--- src/rtl/veda_loader.sv ---
// rtl/veda_loader.sv - streams an image into memory port 2, reads it back to verify
// a checksum and holds the processor until the image is good.
module veda_loader #(
    parameter int READ_LAT = 1,
    parameter int CNT_W    = 16
) (
    input  logic             clk,
    input  logic             rst,
    input  logic             start,
    input  logic [31:0]      base_addr,
    input  logic [CNT_W-1:0] word_count,
    input  logic             s_valid,
    input  logic [31:0]      s_data,
    output logic             s_ready,
    output logic             mem_mode,
    output logic [31:0]      mem_address,
    output logic [31:0]      mem_data_in,
    input  logic [31:0]      mem_data_out,
    output logic             busy,
    output logic             done,
    output logic             error,
    output logic             cpu_hold
);

    localparam logic [2:0] ST_IDLE   = 3'd0;
    localparam logic [2:0] ST_WRITE  = 3'd1;
    localparam logic [2:0] ST_VERIFY = 3'd2;
    localparam logic [2:0] ST_WAIT   = 3'd3;
    localparam logic [2:0] ST_DONE   = 3'd4;

    logic [2:0]        state;
    logic [31:0]       base_q;
    logic [CNT_W-1:0]  count_q;
    logic [CNT_W-1:0]  wr_idx;
    logic [CNT_W-1:0]  rd_idx;
    logic [31:0]       wsum;
    logic [31:0]       rsum;
    // tag[k] marks a read launched k edges ago; tag[READ_LAT] means data_out is valid now
    logic [READ_LAT:0] tag;

    assign s_ready = (state == ST_WRITE) && (wr_idx < count_q);
    assign busy    = (state == ST_WRITE) || (state == ST_VERIFY) || (state == ST_WAIT);

    always_ff @(posedge clk or negedge rst) begin
        if (!rst) begin
            state       <= ST_IDLE;
            base_q      <= '0;
            count_q     <= '0;
            wr_idx      <= '0;
            rd_idx      <= '0;
            wsum        <= '0;
            rsum        <= '0;
            tag         <= '0;
            mem_mode    <= 1'b0;
            mem_address <= '0;
            mem_data_in <= '0;
            done        <= 1'b0;
            error       <= 1'b0;
            cpu_hold    <= 1'b1;
        end else begin
            tag[0] <= 1'b0;
            for (int k = 1; k <= READ_LAT; k++) begin
                tag[k] <= tag[k-1];
            end
            if (tag[READ_LAT]) begin
                rsum <= rsum + mem_data_out;
            end
            mem_mode <= 1'b0;

            case (state)
                ST_IDLE, ST_DONE: begin
                    if (start) begin
                        base_q  <= base_addr;
                        count_q <= word_count;
                        wr_idx  <= '0;
                        rd_idx  <= '0;
                        wsum    <= '0;
                        rsum    <= '0;
                        error   <= 1'b0;
                        if (word_count == '0) begin
                            state    <= ST_DONE;
                            done     <= 1'b1;
                            cpu_hold <= 1'b0;
                        end else begin
                            state    <= ST_WRITE;
                            done     <= 1'b0;
                            cpu_hold <= 1'b1;
                        end
                    end
                end
                ST_WRITE: begin
                    if (s_valid && s_ready) begin
                        mem_mode    <= 1'b1;
                        mem_address <= base_q + 32'(wr_idx);
                        mem_data_in <= s_data;
                        wsum        <= wsum + s_data;
                        wr_idx      <= wr_idx + 1'b1;
                    end else if (wr_idx == count_q) begin
                        // the edge that retires the last write also launches read 0
                        state       <= ST_VERIFY;
                        mem_address <= base_q;
                        rd_idx      <= {{(CNT_W-1){1'b0}}, 1'b1};
                        tag[0]      <= 1'b1;
                    end
                end
                ST_VERIFY: begin
                    if (rd_idx == count_q) begin
                        state <= ST_WAIT;
                    end else begin
                        mem_address <= base_q + 32'(rd_idx);
                        rd_idx      <= rd_idx + 1'b1;
                        tag[0]      <= 1'b1;
                    end
                end
                ST_WAIT: begin
                    if (tag == '0) begin
                        state    <= ST_DONE;
                        done     <= 1'b1;
                        error    <= (rsum != wsum);
                        cpu_hold <= (rsum != wsum);
                    end
                end
                default: state <= ST_IDLE;
            endcase
        end
    end

endmodule

--- config.mk ---
export PLATFORM = sky130hd
export DESIGN_NAME = veda_loader
export DESIGN_NICKNAME = d
export VERILOG_FILES = /design/src/rtl/veda_loader.sv
export SDC_FILE = /design/constraint.sdc
export NUM_CORES = 1
export LEC_CHECK = 0
export BUFFER_PORTS_ARGS = -buffer_cell sky130_fd_sc_hd__buf_2
export CAP_MARGIN = 40
export CORE_MARGIN = 4
export CORE_UTILIZATION = 40
export CTS_CLUSTER_DIAMETER = 100
export DETAILED_ROUTE_END_ITERATION = 7
export PLACE_DENSITY_LB_ADDON = 0.2
export SETUP_SLACK_MARGIN = 0.5
export SYNTH_ARGS = -nofsm -noshare
export SYNTH_HDL_FRONTEND = slang
export SYNTH_SLANG_ARGS = --single-unit
--- constraint.sdc ---
create_clock -name clk -period 7.65 [get_ports clk]
set_input_delay 0.3825 -clock clk [delete_from_list [all_inputs] [get_ports clk]]
set_output_delay 0.3825 -clock clk [all_outputs]
set_load 0.05 [all_outputs]
==> impl_metrics.env <==
export IMPL_synth_area_leader_cell="dfrtp_1"
export IMPL_grt_first_pass_wirelength_mm=66.7
export IMPL_critical_path_arrival_ps=4050
export IMPL_dp_cells=2275
export IMPL_firstDrtPassIters=5
export IMPL_synth_seq_cells=217
export IMPL_die_w_um=198
export IMPL_combPwrFrac_pct=50.5
export IMPL_fin_skew_ps=16.1
export IMPL_die_h_um=198
export IMPL_cts_buffers=28
export IMPL_wirelength_mm=41.5
export IMPL_finalCritPeriodShare_pct=46.8
export IMPL_core_area_um2=35700
export IMPL_grt_pass1_vias=12496
export IMPL_power_density_nw_per_um2=398
export IMPL_synth_top_area_share_pct=37.4
export IMPL_cp_num_buf_inv=0
export IMPL_syn_area_um2=14500
export IMPL_setup_violations=0
export IMPL_insertedDiodeCount=0
export IMPL_hold_depth=3
export IMPL_synth_area_leaders="dfrtp_1 37%, ha_1 9.7%, nand2_1 8.3%"
export IMPL_hp_class="in2reg"
export IMPL_grt_usage_pct=21.0
export IMPL_maxCapViolations=0
export IMPL_portBuffers=185
export IMPL_ios=186
export IMPL_p_int_mw=3.61
export IMPL_drv_slew=0
export IMPL_ir_drop_mv=0.219
export IMPL_tightest_slew_ps=837
export IMPL_path_cells="ha_1, fa_1, a211oi_1, or3_1, nand3_1, a221o_1, a211oi_1, o22ai_1, nor3b_1, o31ai_2, nand4_1, o211ai_1"
export IMPL_criticalPathCategory="reg2reg"
export IMPL_hp_start="base_addr[6]"
export IMPL_cp_top_family="compound AO/OA/AOI/OAI gates"
export IMPL_fin_cells=2336
export IMPL_via_count=12519
export IMPL_via_per_inst=5.36
export IMPL_htreeDepth=1
export IMPL_gr_total_overflow=0
export IMPL_cp_required_ps=8120
export IMPL_synth_fp_nets=1914
export IMPL_post_cts_resized=0
export IMPL_hold_viol=0
export IMPL_r2r_end="rsum[30]"
export IMPL_fillers=3515
export IMPL_path_clk_slew_ps=60
export IMPL_layout_nets=2088
export IMPL_slew_headroom_pct=44.2
export IMPL_synthArstFlopShare_pct=100
export IMPL_crit_top_cell="a211oi_1"
export IMPL_synth_yosys_seq_area_share_pct=37.5
export IMPL_synth_cell_types=71
export IMPL_start_kind="flip-flop"
export IMPL_drive_gt1_share_pct=14.2
export IMPL_ys_top_cells_by_count="321 x nand2_1, 216 x dfrtp_1, 150 x o21ai_0, 112 x ha_1, 101 x nor2_1"
export IMPL_initial_utilization_pct=40.6
export IMPL_synth_edff_count=0
export IMPL_cts_tree="done"
export IMPL_switching_power_mw=3.13
export IMPL_antenna_found_initial=0
export IMPL_drtAntennaViolNets=0
export IMPL_drt_iter0_markers=511
export IMPL_wl_per_cell_um=17.7
export IMPL_seqPwrFrac_pct=29.7
export IMPL_synth_most_common_cell="nand2_1"
export IMPL_cp_depth=12
export IMPL_path_max_fanout=4
export IMPL_rows=69
export IMPL_grt_setup_unrepaired="false"
export IMPL_crit_path_end_kind="flip-flop"
export IMPL_syn_inst=1682
export IMPL_min_period_ps=3580
export IMPL_drc=0
export IMPL_rr_worst_depth=12
export IMPL_slowest_stage="fa_1"
export IMPL_synth_top_flop_cell="dfrtp_1"
export IMPL_max_freq_ghz=0.279
export IMPL_min_to="base_q[6]"
export IMPL_clock_latency_ps=560
export IMPL_area_delta_synth_final_pct=17.1
export IMPL_clockRootBuffer="clkbuf_16"
export IMPL_cts_buffer_depth=3
export IMPL_grt_max_degree=104
export IMPL_r2r_slack_ps=4070
export IMPL_place_gp_congestion=0.899
export IMPL_ys_warn_count=0
export IMPL_slowest_delay_ps=430
export IMPL_synth_avg_cell_area_um2=8.60
export IMPL_tns_ps=0
export IMPL_p_sw_share_pct=46.4
export IMPL_cts_sinks=217
export IMPL_p_clk_share_pct=19.7
export IMPL_p_leak_nw=8.39
export IMPL_status="completed"
export IMPL_r2r_start="rsum[0]"
export IMPL_dp_hpwl_mm=30.9
export IMPL_die_area_um2=39300
kinds of logic (layout without fill, tap and decap cells):
group | after synthesis | in the layout | synth area share (%)
AO/OA/AOI/OAI | 427 | 427 | 18.4
XOR/XNOR | 152 | 152 | 9.20
adder cells (fa/ha/maj) | 116 | 116 | 10.2
buffers and inverters | 112 | 305 | 2.96
flip-flops | 217 | 217 | 37.5
multiplexers | 25 | 25 | 1.73
AND/OR/NAND/NOR | 633 | 633 | 20.0
power groups by stage:
stage	Clock, mW	Sequential (mW)	Combinational (mW)
2_1_floorplan	0	2.41	2.12
3_3_place_gp	0	2.04	3.30
3_5_place_dp	0	2.03	3.41
4_1_cts	1.36	2.01	3.43
5_1_grt	1.41	2.07	3.82
6_report	1.33	2.00	3.41
worst reg2reg max path, stage by stage, from the launching register on:
cell      delay [ps]
dfrtp_1          410
ha_1             240
fa_1             430
a211oi_1         340
or3_1            180
nand3_1          150
a221o_1          370
a211oi_1         410
o22ai_1          220
nor3b_1          200
o31ai_2          270
nand4_1          130
o211ai_1         130
how the worst max path moves through the flow:
| stage | from | end |
|---|---|---|
| 4_1_cts | rsum[0] | rsum[30] |
| 3_5_place_dp | mem_data_out[0] | rsum[30] |
| 3_3_place_gp | wr_idx[7] | rd_idx[15] |
| 5_1_grt | rsum[0] | rsum[30] |
| 2_1_floorplan | rsum[0] | rsum[30] |
| 6_report | rsum[0] | rsum[30] |
what timing repair did:
action                                 CTS  global route
hold buffers                            12             0
endpoints found under the hold margin  111             0
buffers inserted                         0             0
sequential cells by signal (all words and copies together) (netlist names):
register / count
mem_data_in: 32
wsum: 32
tag: 2
state: 3
rsum: 32
mem_address: 32
count_q: 16
mem_mode: 1
cpu_hold: 1
rd_idx: 16
done: 1
wr_idx: 16
error: 1
base_q: 32
per-layer routing:
layer  up-vias  routed length, µm  GRT usage, %
li1       6299                  -             -
met1      5870              18600          28.0
met2       274              19600          35.5
met3        76               1850          2.93
met4         0               1440          6.91
met5         -                  0             0
area by class of cell:
class	instances	area, µm²	area share (%)
Timing Repair Buffer	209	1210	7.15
Tap cell	461	577	3.41
Multi-Input combinational cell	1353	8620	50.9
Sequential cell	217	5430	32.1
Clock inverter	8	93.8	0.554
Inverter	47	176	1.04
Clock buffer	41	821	4.85
cells in the final DEF, fill, tap and decap left out, drive strengths merged, types with 59 or more instances in the layout:
| master | count |
|---|---|
| o21ai | 160 |
| buf | 197 |
| nand3 | 59 |
| xor2 | 62 |
| ha | 112 |
| xnor2 | 90 |
| a21oi | 93 |
| dfrtp | 216 |
| nor2 | 102 |
| nand2 | 321 |
stage by stage:
step / power [mW] / hold WS (ps) / setup WS, ps / cell area, µm² / utilization, %
2_1_floorplan: 4.53 / 86.9 / 4650 / 14500 / -
3_3_place_gp: 5.34 / 394 / 3690 / 15800 / 44.3
3_5_place_dp: 5.44 / 397 / 4040 / 15900 / 44.6
4_1_cts: 6.81 / 3.27 / 4100 / 16900 / 47.5
5_1_grt: 7.30 / 20.2 / 3840 / 16900 / 47.5
6_report: 6.74 / 24.2 / 4070 / 16900 / 47.5
(Power assumes the default switching activity.)
